$ cat config.mk
export PLATFORM = sky130hd
export DESIGN_NAME = neuron_layer_sequencer
export DESIGN_NICKNAME = d
export VERILOG_FILES = /design/src/rtl/neuron_layer_sequencer.sv
export SDC_FILE = /design/constraint.sdc
export NUM_CORES = 1
export LEC_CHECK = 0
export ABC_CLOCK_PERIOD_IN_PS = 3320
export BUFFER_PORTS_ARGS = -buffer_cell sky130_fd_sc_hd__buf_4
export CORE_AREA = 5 5 77 149
export DETAILED_ROUTE_END_ITERATION = 6
export DIE_AREA = 0 0 82 154
export GPL_ROUTABILITY_DRIVEN = 0
export GPL_TIMING_DRIVEN = 1
export PLACE_DENSITY_LB_ADDON = 0.3
export SLEW_MARGIN = 20
export SYNTH_ARGS = -nofsm -noshare
export SYNTH_HDL_FRONTEND = slang
export SYNTH_SLANG_ARGS = --single-unit
$ cat constraint.sdc
create_clock -name clk -period 3.32 [get_ports clk]
set_input_delay 0.166 -clock clk [delete_from_list [all_inputs] [get_ports clk]]
set_output_delay 0.166 -clock clk [all_outputs]
set_load 0.05 [all_outputs]
$ cat src/rtl/neuron_layer_sequencer.sv
// Time-multiplexes N_NEURONS neurons onto one external neuron datapath, holding
// each neuron's weight vector, membrane potential and last spike flag locally.
module neuron_layer_sequencer #(
  parameter int n_stage   = 2,
  parameter int N_NEURONS = 4,
  localparam int WX = 2 ** n_stage,
  localparam int UW = n_stage + 2,
  localparam int IW = $clog2(N_NEURONS)
) (
  input  logic                 clk,
  input  logic                 rst_n,
  input  logic                 start,
  input  logic [WX-1:0]        x_in,
  input  logic                 w_we,
  input  logic [IW-1:0]        w_addr,
  input  logic [WX-1:0]        w_data,
  input  logic                 clear,
  output logic [WX-1:0]        nrn_w,
  output logic [WX-1:0]        nrn_x,
  output logic [UW-1:0]        nrn_previus_u,
  output logic                 nrn_was_spike,
  input  logic [UW-1:0]        nrn_u_out,
  input  logic                 nrn_is_spike,
  output logic [IW-1:0]        nrn_idx,
  output logic [N_NEURONS-1:0] spikes_out,
  output logic                 busy,
  output logic                 done
);

  typedef enum logic [1:0] {
    IDLE,
    RUN,
    DONE
  } state_t;

  localparam logic [IW-1:0] LAST_IDX = IW'(N_NEURONS - 1);

  state_t               state_q, state_d;
  logic [IW-1:0]        idx_q, idx_d;
  logic [WX-1:0]        x_q, x_d;
  logic [WX-1:0]        w_mem_q [N_NEURONS];
  logic [WX-1:0]        w_mem_d [N_NEURONS];
  logic [UW-1:0]        u_mem_q [N_NEURONS];
  logic [UW-1:0]        u_mem_d [N_NEURONS];
  logic [N_NEURONS-1:0] s_mem_q, s_mem_d;
  logic [N_NEURONS-1:0] spikes_q, spikes_d;
  logic                 busy_q, busy_d;
  logic                 done_q, done_d;

  always_comb begin
    state_d  = state_q;
    idx_d    = idx_q;
    x_d      = x_q;
    w_mem_d  = w_mem_q;
    u_mem_d  = u_mem_q;
    s_mem_d  = s_mem_q;
    spikes_d = spikes_q;
    busy_d   = busy_q;
    done_d   = 1'b0;

    unique case (state_q)
      IDLE: begin
        // A weight written alongside start lands before the first RUN read.
        if (w_we) begin
          w_mem_d[w_addr] = w_data;
        end
        if (clear) begin
          for (int i = 0; i < N_NEURONS; i++) begin
            u_mem_d[i] = '0;
          end
          s_mem_d = '0;
        end else if (start) begin
          state_d = RUN;
          x_d     = x_in;
          idx_d   = '0;
          busy_d  = 1'b1;
        end
      end

      RUN: begin
        u_mem_d[idx_q] = nrn_u_out;
        s_mem_d[idx_q] = nrn_is_spike;
        if (idx_q == LAST_IDX) begin
          // Publish the spike vector including the neuron written on this edge.
          state_d  = DONE;
          idx_d    = '0;
          done_d   = 1'b1;
          spikes_d = s_mem_d;
        end else begin
          idx_d = idx_q + 1'b1;
        end
      end

      DONE: begin
        state_d = IDLE;
        busy_d  = 1'b0;
      end

      default: begin
        state_d = IDLE;
        idx_d   = '0;
        busy_d  = 1'b0;
      end
    endcase
  end

  always_ff @(posedge clk or negedge rst_n) begin
    if (!rst_n) begin
      state_q  <= IDLE;
      idx_q    <= '0;
      x_q      <= '0;
      s_mem_q  <= '0;
      spikes_q <= '0;
      busy_q   <= 1'b0;
      done_q   <= 1'b0;
      for (int i = 0; i < N_NEURONS; i++) begin
        w_mem_q[i] <= '0;
        u_mem_q[i] <= '0;
      end
    end else begin
      state_q  <= state_d;
      idx_q    <= idx_d;
      x_q      <= x_d;
      s_mem_q  <= s_mem_d;
      spikes_q <= spikes_d;
      busy_q   <= busy_d;
      done_q   <= done_d;
      for (int i = 0; i < N_NEURONS; i++) begin
        w_mem_q[i] <= w_mem_d[i];
        u_mem_q[i] <= u_mem_d[i];
      end
    end
  end

  assign nrn_idx       = idx_q;
  assign nrn_w         = w_mem_q[idx_q];
  assign nrn_x         = x_q;
  assign nrn_previus_u = u_mem_q[idx_q];
  assign nrn_was_spike = s_mem_q[idx_q];
  assign spikes_out    = spikes_q;
  assign busy          = busy_q;
  assign done          = done_q;

endmodule

==> results of run 1 <==
[per-stage QoR]
step	area (sq um)	instances
finish	3010	355
global placement	2870	347
floorplan	2450	182
detailed placement	2870	347
CTS	3010	355
global route	3010	355
[placed cells by master (no fill, tap or decap), drive strengths merged, types with 6 or more instances in the layout]
cell	instances
a22o	20
buf	40
dfrtp	50
inv	6
mux2	29
mux4	9
nand2	10
nor2b	9
o21ai	8
[report_power, final]
group	internal [mW]	switching [mW]	total, mW
Sequential	0.868	0.286	1.15
Clock	0.273	0.220	0.493
Combinational	0.717	0.935	1.65
[kinds of logic (layout without fill, tap and decap cells)]
family,Yosys count,in the layout,synth area share
flip-flops,50,50,0.510
AO/OA/AOI/OAI,43,43,0.133
multiplexers,39,39,0.226
AND/OR/NAND/NOR,29,29,0.0739
buffers and inverters,16,54,0.0321
adder cells (fa/ha/maj),5,5,0.0255
[layer usage]
metal / wire [microns] / up-vias / part of all wire
met5: 0 / - / 0
met4: 89 / 0 / 0.015
met3: 257 / 5 / 0.043
met2: 3300 / 50 / 0.56
met1: 2280 / 820 / 0.38
li1: - / 762 / -
[worst max-delay path, cell delays in order (launching register included)]
cell and delay (ns):
dfrtp_1 0.90, mux4_2 0.63, buf_4 0.21
[how the worst min path moves through the flow]
stage | to | slack [ns] | depth (start not counted)
floorplan | busy | -0.13 | 0
global placement | w_mem_q[14] | 0.25 | 1
detailed placement | u_mem_q[1] | 0.25 | 1
CTS | nrn_x[1] | 0.1 | 2
global route | nrn_x[3] | 0.1 | 2
finish | nrn_x[1] | 0.10 | 2
[flip-flops by register name, summed over array words and instances (netlist names)]
name / flops
u_mem_q: 16
w_mem_q: 16
nrn_x: 4
s_mem_q: 4
spikes_out: 4
nrn_idx: 2
state_q: 2
busy: 1
done: 1
[final cells by class]
type | instances | area (sq um) | area share
Tap cell | 135 | 169 | 0.0561
Clock buffer | 5 | 125 | 0.0415
Multi-Input combinational cell | 116 | 1120 | 0.373
Inverter | 6 | 22.5 | 0.00748
Clock inverter | 2 | 10.0 | 0.00332
Timing Repair Buffer | 41 | 310 | 0.103
Sequential cell | 50 | 1250 | 0.415
==> impl_metrics.tcl, run 1 <==
set metrics [dict create \
    status "complete, no violations" \
    r2r_cells 4 \
    grt_pass1_wl_microns 9580 \
    clock_latency_ns 0.29 \
    reg2reg_from "nrn_idx[0]" \
    core_sq_um 10100 \
    use_met2 0.181 \
    fill_cells 1080 \
    async_reset_ff_frac 1.00 \
    ctsHoldBuffers 1 \
    hold_path_class "primary input to flop" \
    via_per_inst 4.61 \
    syn_to_final_growth_pct 22.7 \
    p_leak_nw 1.40 \
    diodes 0 \
    cp-start-kind "flop" \
    cp-startpoint "nrn_idx[0]" \
    peakVddDrop_mv 0.457 \
    synth_enable_flop_cells 0 \
    drt_iter0_markers 97 \
    drv_slew 0 \
    dp_hpwl_microns 4290 \
    clock_sinks 50 \
    die_y_microns 154 \
    clk_pin_slew_ns 0.06 \
    synthCells 182 \
    synth_area_sq_um 2450 \
    chipWidth_microns 82 \
    initial_utilization 0.242 \
    io_buffers 40 \
    grt_pass1_vias 1754 \
    ys_types 32 \
    worstPathRequired_ns 3.15 \
    gr-total-overflow 0 \
    min_period_ns 2.21 \
    cts_setup_buffers 0 \
    cts_tree "built" \
    final.setup.worst_slack_ns 1.11 \
    dp_worst_setup_slack_ns 1.22 \
    rsz0062_at_grt "no" \
    busiest_layer "met2" \
    drive_above_1_share 0.405 \
    synth_area_leaders "dfrtp_1, mux2_2, mux4_2" \
    synth_fp_nets 207 \
    use_met3 0.0246 \
    vias 1637 \
    finalClockSkew_ns 0.00307 \
    rrSetupSlack_ns 1.24 \
    maxCapViolCount 0 \
    worst_r2r_endpoint "u_mem_q[15]" \
    worst_ep_arrival_time_ns 2.05 \
    cp_max_fo 16 \
    synthTopCellsByCount "dfrtp_1, mux2_2, a22o_1, nand2_1" \
    firstDrtPassIters 4 \
    worstMarginPinSlew_ns 0.893 \
    routed_wl_microns 5930 \
    fmax_mhz 452 \
    fp.dieArea_sq_um 12600 \
    synth_seq_cells 50 \
    endpoint_kind "output pin" \
    final_nets 245 \
    synthMostInstantiatedCell "dfrtp_1" \
    grt_use_met1 0.113 \
    setup_viol 0 \
    setup_tns_ns 0 \
    cts_made_buffers 5 \
    synthFlopType "dfrtp_1" \
    utilization 0.297 \
    post_cts_resized 0 \
    crit_type "flop to output pin" \
    period_share 0.666 \
    slew_headroom 0.405 \
    synth.avg_cell_area_sq_um 13.5 \
    yosys_warnings 0 \
    grt_max_degree 51 \
    synth_area_leader_cell "dfrtp_1" \
    powerDensity_nw_per_um2 1100 \
    hold_violations 0 \
    worstHoldStart "x_in[1]" \
    cts_buffer_depth 2 \
    grt_usage 0.101 \
    root_buffer "clkbuf_16" \
    yosysSeqAreaShare 0.510 \
    htree_num_levels 2 \
    endpoint "nrn_previus_u[3]" \
    yosysTopAreaCellShare 0.510 \
    antenna_found_initial 0 \
    wl_per_cell_microns 16.7 \
    drc 0 \
    ioPinCount 41 \
    ant_nets 0 \
    power_mw 3.30 \
    holdWs_ns 0.104 \
    row_count 52 \
]
Note: power is estimated with default switching activity, not from simulation.
==> inputs of run 2 (changes only) <==
ABC_CLOCK_PERIOD_IN_PS = 1950   (was 3320)
clock period = 1.95 ns   (was 3.32 ns; I/O delays follow)
==> run 2 against run 1 <==
Net effect:
- cell area up 4.1%
- hold slack worse by 0.070 ns
- global-route usage up 0.085 points
- largest power group unchanged
- critical endpoint unchanged
- highest routed layer unchanged
==> impl_metrics.tcl, run 2 (synthesis gave the netlist of run 1 again) <==
set metrics [dict create \
    core_sq_um 10100 \
    endpoint_kind "output pin" \
    holdPathStages 2 \
    p_leak_nw 1.47 \
    period_share 0.933 \
    fill_cells 1078 \
    cts_made_buffers 5 \
    power_mw 5.94 \
    top_regs "u_mem_q (16), w_mem_q (16)" \
    clk_pin_slew_ns 0.07 \
    post_cts_resized 0 \
    hold_violations 0 \
    antenna_found_initial 0 \
    diodes 0 \
    routed_wl_microns 5850 \
    row_count 52 \
    crit_type "flop to output pin" \
    root_buffer "clkbuf_16" \
    worst_path_max_delay_cell "mux4_2" \
    die_y_microns 154 \
    rrSetupSlack_ns 0.28 \
    powerDensity_nw_per_um2 1890 \
    slew_headroom 0.570 \
    gr-total-overflow 0 \
    ioPinCount 41 \
    firstDrtPassIters 4 \
    final.setup.worst_slack_ns 0.131 \
    worst-path-buf-inv 2 \
    cts_tree "built" \
    initial_utilization 0.242 \
    path_cells "buf_4 > mux4_2 > buf_4" \
    fp.dieArea_sq_um 12600 \
    peakVddDrop_mv 0.850 \
    chipWidth_microns 82 \
    drc 0 \
    layout_common_cells "buf_4, dfrtp_1, mux2_2" \
    cts_buffer_depth 2 \
    wl_per_cell_microns 16.0 \
    worst_ep_arrival_time_ns 1.72 \
    drt_iter0_markers 87 \
    worstPathRequired_ns 1.85 \
    cp-start-kind "flop" \
    final_nets 255 \
    rsz0062_at_grt "no" \
    dp_worst_setup_slack_ns 0.272 \
    drv_slew 0 \
    worst_r2r_endpoint "u_mem_q[15]" \
    syn_to_final_growth_pct 27.8 \
    worstHoldStart "x_in[2]" \
    path_common_cell "buf_4" \
    holdWs_ns 0.0338 \
    fmax_mhz 550 \
    grt_usage 0.102 \
    status "complete, no violations" \
    crit_family "multiplexers" \
    clock_sinks 50 \
    finalClockSkew_ns 0.00269 \
    dp_hpwl_microns 4430 \
    reg2reg_from "nrn_idx[1]" \
    hold_path_class "primary input to flop" \
    maxCapViolCount 0 \
    r2r_cells 4 \
    grt_max_degree 51 \
    grt_pass1_vias 1839 \
    drive_above_1_share 0.442 \
    io_buffers 40 \
    grt_pass1_wl_microns 9800 \
    whs_endpoint "nrn_x[2]" \
    via_per_inst 4.46 \
    setup_viol 0 \
    clock_latency_ns 0.29 \
    max_stage_delay_ns 0.56 \
    vias 1632 \
    htree_num_levels 2 \
    worstMarginPinSlew_ns 0.646 \
    ant_nets 0 \
    final_common_cell "buf_4" \
    setup_tns_ns 0 \
    cp_max_fo 7 \
    min_period_ns 1.82 \
]
==> run 2: cell count changes in the layout (fill, tap and decap cells not counted) <==
cell,before,now
clkinv_2,2,1
bufinv_16,0,1
buf_4,40,49
dfrtp_2,0,2
buf_12,0,1
dfrtp_1,50,48
inv_6,0,1
==> run 2: worst max-delay path by stage <==
stage,endpoint,cells after the start,slack (ns),startpoint
2_1_floorplan,u_mem_q[15],6,0.01,nrn_idx[0]
3_3_place_gp,u_mem_q[15],4,0.30,nrn_idx[1]
3_5_place_dp,u_mem_q[15],4,0.27,nrn_idx[1]
4_1_cts,nrn_previus_u[3],3,0.003,nrn_idx[0]
5_1_grt,u_mem_q[2],5,0.05,nrn_idx[0]
6_report,nrn_previus_u[3],3,0.13,nrn_idx[0]
==> run 2: what timing repair did <==
item,CTS,global route
hold endpoints to repair,50,0
setup buffers,0,4
endpoints found under the setup margin,0,7
hold buffers,1,0
==> run 2: power breakdown <==
part | internal [mW] | switching [mW] | total, mW | leakage (nW)
sequential | 1.49 | 0.309 | 1.80 | 0.631
clock | 0.608 | 0.393 | 1.00 | 0.0842
combinational | 1.35 | 1.79 | 3.14 | 0.752
==> run 2: cell type report <==
type / count / area [sq um] / share of cell area
clock buffer: 5 / 125 / 0.0399
clock inverter: 3 / 43.8 / 0.0140
inverter: 6 / 22.5 / 0.00718
multi-input combinational: 116 / 1120 / 0.358
sequential: 50 / 1250 / 0.400
tap: 135 / 169 / 0.0539
timing repair buffer: 51 / 398 / 0.127
==> run 2: layer usage <==
| metal | track usage | wire [microns] | share of wire |
|---|---|---|---|
| met3 | 0.0228 | 206 | 0.035 |
| met4 | 0.0365 | 127 | 0.022 |
| met2 | 0.174 | 3300 | 0.56 |
| met5 | 0 | 0 | 0 |
| met1 | 0.121 | 2210 | 0.38 |
==> run 2: through the flow <==
step | cell area [sq um] | util | std cells
6_report | 3140 | 0.309 | 366
5_1_grt | 3140 | 0.309 | 366
4_1_cts | 3090 | 0.305 | 362
3_5_place_dp | 2910 | 0.287 | 353
3_3_place_gp | 2910 | 0.287 | 353
2_1_floorplan | 2460 | - | 182
